**src/rtl/mandel_sched_pkg.sv**
```systemverilog
// Shared types and defaults for the dual-engine mandelbrot frame scheduler.
// Optional frame cycle counter is enabled with SCHED_PERF_CTR_EN.
package mandel_sched_pkg;
  typedef enum logic [1:0] {
    IDLE,
    CLEAR,
    RUN,
    DRAIN
  } state_t;

  localparam int DEF_CW     = 4;
  localparam int DEF_WIDTH  = 400;
  localparam int DEF_HEIGHT = 300;
endpackage

```
**src/rtl/mandel_result_slot.sv**
```systemverilog
// Per-engine job tracker: busy flag, one-entry result buffer and
// the dispatchable condition (engine idle and buffer empty).
module mandel_result_slot
  import mandel_sched_pkg::*;
#(
  parameter int CW = DEF_CW
) (
  input  logic          clk,
  input  logic          combined_rst_n,
  input  logic          clr,
  input  logic          dispatch,
  input  logic          done,
  input  logic [CW-1:0] ctr,
  input  logic          take,
  output logic          run,
  output logic          valid,
  output logic [CW-1:0] data,
  output logic          ready
);

  assign ready = !run && !valid;

  always_ff @(posedge clk or negedge combined_rst_n) begin
    if (!combined_rst_n) begin
      run   <= 1'b0;
      valid <= 1'b0;
      data  <= '0;
    end else if (clr) begin
      run   <= 1'b0;
      valid <= 1'b0;
    end else begin
      if (dispatch) run <= 1'b1;
      // a done pulse counts only while a job is outstanding
      if (done && run) begin
        run   <= 1'b0;
        valid <= 1'b1;
        data  <= ctr;
      end
      if (take) valid <= 1'b0;
    end
  end

endmodule

```
**src/rtl/mandel_dual_scheduler.sv**
```systemverilog
// Raster scheduler feeding two engines alternately and writing results in order.
// Define SCHED_PERF_CTR_EN to add the frame_cycles counter output.
module mandel_dual_scheduler
  import mandel_sched_pkg::*;
#(
  parameter int WIDTH  = DEF_WIDTH,
  parameter int HEIGHT = DEF_HEIGHT,
  parameter int XW     = $clog2(WIDTH),
  parameter int YW     = $clog2(HEIGHT),
  parameter int CW     = DEF_CW
) (
  input  logic          clk,
  input  logic          combined_rst_n,
  input  logic          start,
  input  logic          abort,
  output logic [1:0]    eng_start,
  output logic          eng_abort,
  output logic [XW-1:0] eng_px_x,
  output logic [YW-1:0] eng_px_y,
  input  logic [1:0]    eng_done,
  input  logic [CW-1:0] eng_ctr0,
  input  logic [CW-1:0] eng_ctr1,
  output logic          fb_reset_ptr,
  output logic          fb_write,
  output logic [CW-1:0] fb_data,
  input  logic          fb_wrote,
  output logic          busy,
  output logic          frame_done
`ifdef SCHED_PERF_CTR_EN
  ,
  output logic [23:0]   frame_cycles
`endif
);

  state_t        state;
  logic [XW-1:0] x;
  logic [YW-1:0] y;
  logic          disp_sel;
  logic          wr_sel;
  logic          wr_pend;
  logic [1:0]    slot_run;
  logic [1:0]    slot_valid;
  logic [1:0]    slot_rdy;
  logic [1:0]    disp_vec;
  logic [1:0]    take_vec;
  logic [CW-1:0] slot_data0;
  logic [CW-1:0] slot_data1;
  logic [CW-1:0] wr_data;
  logic          disp_go;
  logic          wr_go;
  logic          wr_ack;
  logic          drained;
  logic          x_last;
  logic          y_last;

  always_comb begin
    disp_go  = (state == RUN) && slot_rdy[disp_sel];
    disp_vec = disp_sel ? 2'b10 : 2'b01;
    wr_go    = (state inside {RUN, DRAIN}) && !wr_pend
             && slot_valid[wr_sel];
    wr_ack   = fb_wrote && wr_pend;
    take_vec = wr_ack ? (wr_sel ? 2'b10 : 2'b01) : 2'b00;
    wr_data  = wr_sel ? slot_data1 : slot_data0;
    drained  = ~|slot_run && ~|slot_valid && !wr_pend;
    x_last   = x == XW'(WIDTH - 1);
    y_last   = y == YW'(HEIGHT - 1);
  end

  mandel_result_slot #(.CW(CW)) u_slot0 (
    .clk            (clk),
    .combined_rst_n (combined_rst_n),
    .clr            (abort),
    .dispatch       (disp_go && disp_vec[0] && !abort),
    .done           (eng_done[0]),
    .ctr            (eng_ctr0),
    .take           (take_vec[0]),
    .run            (slot_run[0]),
    .valid          (slot_valid[0]),
    .data           (slot_data0),
    .ready          (slot_rdy[0])
  );

  mandel_result_slot #(.CW(CW)) u_slot1 (
    .clk            (clk),
    .combined_rst_n (combined_rst_n),
    .clr            (abort),
    .dispatch       (disp_go && disp_vec[1] && !abort),
    .done           (eng_done[1]),
    .ctr            (eng_ctr1),
    .take           (take_vec[1]),
    .run            (slot_run[1]),
    .valid          (slot_valid[1]),
    .data           (slot_data1),
    .ready          (slot_rdy[1])
  );

  always_ff @(posedge clk or negedge combined_rst_n) begin
    if (!combined_rst_n) begin
      state        <= IDLE;
      busy         <= 1'b0;
      eng_start    <= '0;
      eng_abort    <= 1'b0;
      eng_px_x     <= '0;
      eng_px_y     <= '0;
      fb_reset_ptr <= 1'b0;
      fb_write     <= 1'b0;
      fb_data      <= '0;
      frame_done   <= 1'b0;
      x            <= '0;
      y            <= '0;
      disp_sel     <= 1'b0;
      wr_sel       <= 1'b0;
      wr_pend      <= 1'b0;
    end else begin
      eng_start    <= '0;
      eng_abort    <= 1'b0;
      fb_reset_ptr <= 1'b0;
      fb_write     <= 1'b0;
      frame_done   <= 1'b0;
      if (abort) begin
        state     <= IDLE;
        busy      <= 1'b0;
        eng_abort <= 1'b1;
        wr_pend   <= 1'b0;
      end else begin
        unique case (state)
          IDLE: begin
            if (start) begin
              state <= CLEAR;
              busy  <= 1'b1;
            end
          end
          CLEAR: begin
            fb_reset_ptr <= 1'b1;
            x            <= '0;
            y            <= '0;
            disp_sel     <= 1'b0;
            wr_sel       <= 1'b0;
            state        <= RUN;
          end
          RUN: begin
            if (disp_go) begin
              eng_start <= disp_vec;
              eng_px_x  <= x;
              eng_px_y  <= y;
              disp_sel  <= ~disp_sel;
              if (x_last) begin
                x <= '0;
                if (y_last) state <= DRAIN;
                else        y     <= y + 1'b1;
              end else begin
                x <= x + 1'b1;
              end
            end
          end
          DRAIN: begin
            if (drained) begin
              frame_done <= 1'b1;
              busy       <= 1'b0;
              state      <= IDLE;
            end
          end
        endcase
        if (wr_go) begin
          fb_write <= 1'b1;
          fb_data  <= wr_data;
          wr_pend  <= 1'b1;
        end else if (wr_ack) begin
          wr_sel  <= ~wr_sel;
          wr_pend <= 1'b0;
        end
      end
    end
  end

`ifdef SCHED_PERF_CTR_EN
  always_ff @(posedge clk or negedge combined_rst_n) begin
    if (!combined_rst_n) begin
      frame_cycles <= '0;
    end else if (state == CLEAR) begin
      frame_cycles <= '0;
    end else if ((state inside {RUN, DRAIN}) && frame_cycles != '1) begin
      frame_cycles <= frame_cycles + 1'b1;
    end
  end
`endif

endmodule

```
**config.mk**
```make
export PLATFORM = sky130hd
export DESIGN_NAME = mandel_dual_scheduler
export DESIGN_NICKNAME = d
export VERILOG_FILES = /design/src/rtl/mandel_sched_pkg.sv /design/src/rtl/mandel_result_slot.sv /design/src/rtl/mandel_dual_scheduler.sv
export SDC_FILE = /design/constraint.sdc
export NUM_CORES = 1
export LEC_CHECK = 0
export BUFFER_PORTS_ARGS = -buffer_cell sky130_fd_sc_hd__buf_2
export CORE_ASPECT_RATIO = 1.2
export CORE_MARGIN = 5
export CORE_UTILIZATION = 45
export DETAILED_ROUTE_END_ITERATION = 8
export GPL_TIMING_DRIVEN = 0
export HOLD_SLACK_MARGIN = 0.08
export MAX_ROUTING_LAYER = met4
export PLACE_DENSITY = 0.68
export SLEW_MARGIN = 15
export SYNTH_ARGS = -nofsm -noshare
export SYNTH_HDL_FRONTEND = slang
export SYNTH_SLANG_ARGS = --single-unit
```
**constraint.sdc**
```tcl
create_clock -name clk -period 3.19 [get_ports clk]
set_input_delay 0.638 -clock clk [delete_from_list [all_inputs] [get_ports clk]]
set_output_delay 0.638 -clock clk [all_outputs]
set_load 0.01 [all_outputs]
```
; ---- After elaboration in Yosys (flattened, before gate mapping)
; Cells that the tools add are included.
[word_totals]
output_inout_bits = 29
elab_cells = 139
inputBits = 15
ff_bits = 64
[classes]
n_reduce_logical = 41
addsub = 2
eq_ne = 13
order_cmp = 2
muxes = 57
bitwise_logic = 3
[op_table]
columns = operator, n
row1 = $mux 9, 5
row2 = $pmux 9 s2, 2
row3 = $mux 1, 34
row4 = $mux 2, 12
row5 = $add 9x1->9 const B, 2
row6 = $eq 9x9->1 const B, 2
row7 = $reduce_bool 3->1, 6
row8 = $ne 3x3->1 const B, 5
row9 = $logic_and 1x1->1, 14
row10 = $reduce_and 5->1, 2
row11 = $reduce_and 3->1, 3
row12 = $logic_not 1->1, 8
row13 = $pmux 2 s4, 1
row14 = $ne 2x2->1 const B, 3
row15 = $reduce_and 2->1, 3
row16 = $eq 2x2->1 const B, 2
row17 = $lt 1x2->1 const B, 2
row18 = $mux 4, 1
row19 = $pmux 1 s2, 2
row20 = $reduce_bool 2->1, 2
row21 = $reduce_or 2->1, 2
row22 = $not 1->1, 3
row23 = $eq 2x1->1 const B, 1
row24 = $logic_not 2->1, 1

; ---- Depth between registers and ports, before layout
[logic_depth]
word_depth = 10
ltp_mapped = 8
mapped_depth_nobuf = 7

; ---- Cells and area by module
; From an unflattened synthesis, not the netlist that was laid out.
[hier_totals]
cells_unflattened = 248
area_unflattened_um2 = 2952.8
[modules_own_cells]
columns = mod, area_each_um2, cells_per_inst, seq_area_each_um2, instances
row1 = mandel_dual_scheduler, 2442.3, 216, 1301.2, 1
row2 = mandel_result_slot, 255.2, 16, 150.1, 2

; ---- Worst setup path after synthesis
; No wires, ideal clock.
[synth_timing]
kind = input-to-reg
start = input port abort
end = register y[6]
path_stages = 7
arrival_ns = 2.060
required_time_ns = 3.066
path_slack_ns = 1.006
path_buffers = 2
setup_time_ns = 0.124
cell_sequence = clkbuf_1 > nand2b_1 > a21o_1 > or3_1 > buf_2 > and2_1 > a211o_1
[synth_via]
elab_chain_len = 2
[synth_rtl]
columns = item, line_no
row1 = start: declaration, mandel_dual_scheduler.sv:15  ; input logic abort,
row2 = $not 1->1 (no source line), -
row3 = $reduce_and 5->1 (no source line), -
row4 = end signal: assignment, mandel_dual_scheduler.sv:150  ; else y <= y + 1'b1;
row5 = end: declaration, mandel_dual_scheduler.sv:37  ; logic [YW-1:0] y;
; Every way passes these cells.
; A chain may end at the register's enable or synchronous reset.

; ---- Worst setup path after layout
[layout_timing]
start = register state[0]
end = register y[8]
[layout_via]
elab_chain_len = 4
word_cells_on_any_way = 9
classes_between = eq/ne (5) / mux (1) / reduce/logical (3)
[layout_rtl]
columns = item, line_no
row1 = start: declaration, mandel_dual_scheduler.sv:35  ; state_t state;
row2 = start signal: assignment, mandel_dual_scheduler.sv:99  ; state <= IDLE;
row3 = start signal: assignment, mandel_dual_scheduler.sv:121  ; state <= IDLE;
row4 = start signal: assignment, mandel_dual_scheduler.sv:129  ; state <= CLEAR;
row5 = $eq 2x2->1, "mandel_dual_scheduler.sv:57, mandel_dual_scheduler.sv:126"
row6 = $logic_and 1x1->1, mandel_dual_scheduler.sv:57  ; disp_go = (state == RUN) && slot_rdy[disp_sel];
row7 = $ne 2x2->1 (no source line), -
row8 = $reduce_and 5->1 (no source line), -
; Parallel ways exist; a longest one is shown, timed or not.

==> results.md <==
- Ys Warns: 0
- Number of buffers inserted for hold repair after clock tree synthesis: 0
- Element type at the critical path end: register
- Share of total power in combinational logic: 22.3%
- Critical Path Fanout Max: 7
- TritonCTS Buffers: 9
- Floorplan die height: 98.3 um
- Mapped Cells: 261
- Post-detail-place hpwl: 4190 um
- Synth area leader: sky130_fd_sc_hd__dfrtp_1
- Post-Syn Area: 2920 um^2
- Critical path data required time: 3420 ps
- CTS Buffer Depth: 2
- Number of antenna diodes: 0
- Cell area after layout: 3530 um^2
- Path category of the worst min-delay check: in -> async
- Predominant post-synthesis flop cell: sky130_fd_sc_hd__dfrtp_1
- Category of the critical setup timing path: reg -> reg
- Post-route insts no fill: 406
- IO Count: 44
- Root buffer cell: sky130_fd_sc_hd__clkbuf_8
- Final slew viol count: 0
- Number of core rows: 32
- Worst r2r path cells: 7
- Mean instance size in the synthesized netlist: 11.2 um^2
- Net count, final: 338
- Unrepaired setup endpoints after global routing: false
- Initial antenna violation count: 0
- Post-layout power: 0.00258 W
- Total core area: 6370 um^2
- Number of filler instances in the final layout: 574
- Switching power share of the total: 28.7%
- Quantity of I/O buffers inserted on ports: 43
- Sequential cell area fraction in the yosys report: 54.8%
- Setup-violating endpoint count in the final report: 0
- Setup slack of the most critical reg-to-reg path: 800 ps
- Startpoint type of the worst setup path: register
- Max Clock Freq: 419 MHz
- Area of the die: 8210 um^2
- Die Span X: 83.6 um
- Post-DP Area: 3260 um^2
- Highest ir drop seen on vdd: 0.456 mV
- Seq pwr share: 41.8%
- Number of flip-flops and latches in the synthesized netlist: 64
- Worst-Skew Late Latency: 340 ps
- Setup slack after placement: 685 ps
- # Max-Cap Violations: 0
- RR Endpoint: y[8]$_DFFE_PN0P_
- Number of DRC markers after the initial detailed-route iteration: 126
- Share of layout cells above drive strength 1: 28.3%
- Clock sink count: 64
- Multi-input combinational cell area: 1240 um^2
- Post-route clock skew: 9.23 ps
- First-pass DRT Iterations: 4
- Period Utilization, post-route: 74.9%
- Count of vias placed by the detailed router: 2,156
- Final number of hold-violating endpoints: 0
- Total Negative Setup Slacks: 0 ps
- Launch point of the worst reg-to-reg path: state[0]$_DFFE_PN0P_
- Number of distinct library cell variants in the gate-level netlist after synthesis: 45
- Clock input transition at the sequential cells of the worst setup and hold paths: 70 ps
- Slew HR: 48.2%
- Min cycle time layout: 2390 ps
- Clock tree from TritonCTS: yes
- Maximum number of pins on one net before global-route repair: 65
- Starting density of the core: 45.9%
- Async S/R FF share, synth: 100%
- Routability-driven placement congestion ratio: 0.844
- Global-route wire length before repair: 10,700 um
- Run status: completed
- ANT nets after route: 0
- Via/cell ratio: 5.31
- Net switching power figure: 0.000738 W
- Number of setup buffers added after CTS: 0
- Vias in the first global route: 2,204
- Count of flip-flops with a built-in enable after synthesis: 0
- CTS HTree Levels: 3
- Synth area leaders: sky130_fd_sc_hd__dfrtp_1 (55%), sky130_fd_sc_hd__mux2_2 (9.6%), sky130_fd_sc_hd__ha_1 (3.0%), sky130_fd_sc_hd__nor2_1 (2.7%), sky130_fd_sc_hd__nand3_1 (2.4%)
- Actual slew at the worst max-slew pin: 777 ps
- Synth top area share: 54.8%
- Mean routed wirelength per cell: 14.7 um
- Number of cells after detailed placement: 390
- Overall routing resource usage: 16.7%
- Int Pwr: 0.00184 W
- Synth-to-Final Area Change: 20.6%
- Drt drc: 0
- Flip-flop and latch area: 1600 um^2
- Slack of the critical path: 801 ps
- Syn nets: 283
- Static leakage: 1.76 nW
- Grt ovf: 0
- Power density relative to cell area: 730 nW/um^2
- Wire length reported by the detailed router: 5970 um
- Clock network fraction of total power: 35.9%
- Arrival time at the worst endpoint: 2620 ps
- Post-cts repair resize count: 0
power groups by stage:
stage	clock (W)	sequential, W	combinational, W
2_1_floorplan	0	0.00110	0.000368
3_3_place_gp	0	0.00109	0.000566
3_5_place_dp	0	0.00109	0.000581
4_1_cts	0.000943	0.00108	0.000584
5_1_grt	0.000993	0.00110	0.000654
6_report	0.000924	0.00108	0.000575
sequential cells by signal, indices dropped and copies added (netlist names), 2 cells and up:
| register | flops |
|---|---|
| u_slot1.data | 4 |
| eng_px_x | 9 |
| x | 9 |
| state | 2 |
| u_slot0.data | 4 |
| eng_px_y | 9 |
| eng_start | 2 |
| fb_data | 4 |
| y | 9 |
cells in the final DEF, fill, tap and decap left out, drive strengths merged, types with 5 or more instances in the layout:
cell type and n:
clkbuf 18, dfrtp 64, o21ai 5, buf 47, ha 7, xor2 6
nor2 21, and3 7, o211ai 5, nand3 14, nand2 16, mux2i 5
mux2 25, inv 12, a21oi 13
per-layer routing:
metal	wire length (um)	vias to the layer above	GRT usage (%)
met3	273	8	4.73
met4	93	0	5.94
met5	0	-	-
met2	2910	46	26.3
li1	-	1056	-
met1	2690	1046	20.5
synth_stat cells (2+ instances only):
cell / instances
sky130_fd_sc_hd__a21o_1: 2
sky130_fd_sc_hd__inv_1: 12
sky130_fd_sc_hd__o211ai_1: 5
sky130_fd_sc_hd__and2_1: 2
sky130_fd_sc_hd__nand3_1: 14
sky130_fd_sc_hd__nor2_1: 21
sky130_fd_sc_hd__dfrtp_1: 64
sky130_fd_sc_hd__mux2_2: 25
sky130_fd_sc_hd__nor3_1: 3
sky130_fd_sc_hd__nand2_1: 16
sky130_fd_sc_hd__ha_1: 7
sky130_fd_sc_hd__mux2i_1: 5
sky130_fd_sc_hd__or4_1: 3
sky130_fd_sc_hd__xnor2_1: 2
sky130_fd_sc_hd__and3_1: 7
sky130_fd_sc_hd__nand4_1: 4
sky130_fd_sc_hd__a21oi_1: 13
sky130_fd_sc_hd__a311oi_1: 2
sky130_fd_sc_hd__or3_1: 4
sky130_fd_sc_hd__nor4b_1: 3
sky130_fd_sc_hd__xor2_1: 6
sky130_fd_sc_hd__o21ai_0: 5
sky130_fd_sc_hd__nor4_1: 2
sky130_fd_sc_hd__o21a_1: 2
sky130_fd_sc_hd__clkbuf_1: 8
sky130_fd_sc_hd__o221ai_1: 2
sky130_fd_sc_hd__buf_2: 3
sky130_fd_sc_hd__o31ai_1: 2
area by class of cell:
cell class	instances	share of cell area (%)
Inverter	12	1.28
Clock inverter	6	3.69
Timing Repair Buffer	44	6.32
Clock buffer	10	3.90
Buffer	11	1.28
Sequential cell	64	45.4
Tap cell	85	3.02
Multi-Input combinational cell	174	35.1
cells by family after synthesis:
group,synth area share [%]
and+or+nand+nor,14.7
muxes,11.3
buffers and inverters,3.08
AOI/OAI and AO/OA,10.7
DFF,54.8
xor gates and xnor gates,2.40
adders and majority gates,3.00
how the worst max path moves through the flow:
stage	depth (start not counted)	startpoint	slack (ps)	end
5_1_grt	7	state[0]$_DFFE_PN0P_	590	y[8]$_DFFE_PN0P_
3_3_place_gp	4	abort	640	fb_data[1]$_DFFE_PN0P_
6_report	7	state[0]$_DFFE_PN0P_	800	y[8]$_DFFE_PN0P_
4_1_cts	7	state[0]$_DFFE_PN0P_	810	y[8]$_DFFE_PN0P_
2_1_floorplan	7	abort	1010	y[6]$_DFFE_PN0P_
3_5_place_dp	8	abort	680	y[5]$_DFFE_PN0P_
worst max-delay path: stages, from the launching register on:
cell,delay (ps)
sky130_fd_sc_hd__dfrtp_1,410
sky130_fd_sc_hd__inv_1,130
sky130_fd_sc_hd__ha_1,320
sky130_fd_sc_hd__nand2_1,120
sky130_fd_sc_hd__or4b_2,690
sky130_fd_sc_hd__nor4_1,320
sky130_fd_sc_hd__xor2_1,110
sky130_fd_sc_hd__a22o_1,180
metrics by stage:
step / hold WS, ps / util [%]
after CTS: 407 / 55.4
final: 382 / 55.4
after global routing: 410 / 55.4
after global placement: 459 / 51.0
after detailed placement: 479 / 51.2
after floorplan: 342 / -
Note: power is estimated with default switching activity, not from simulation.
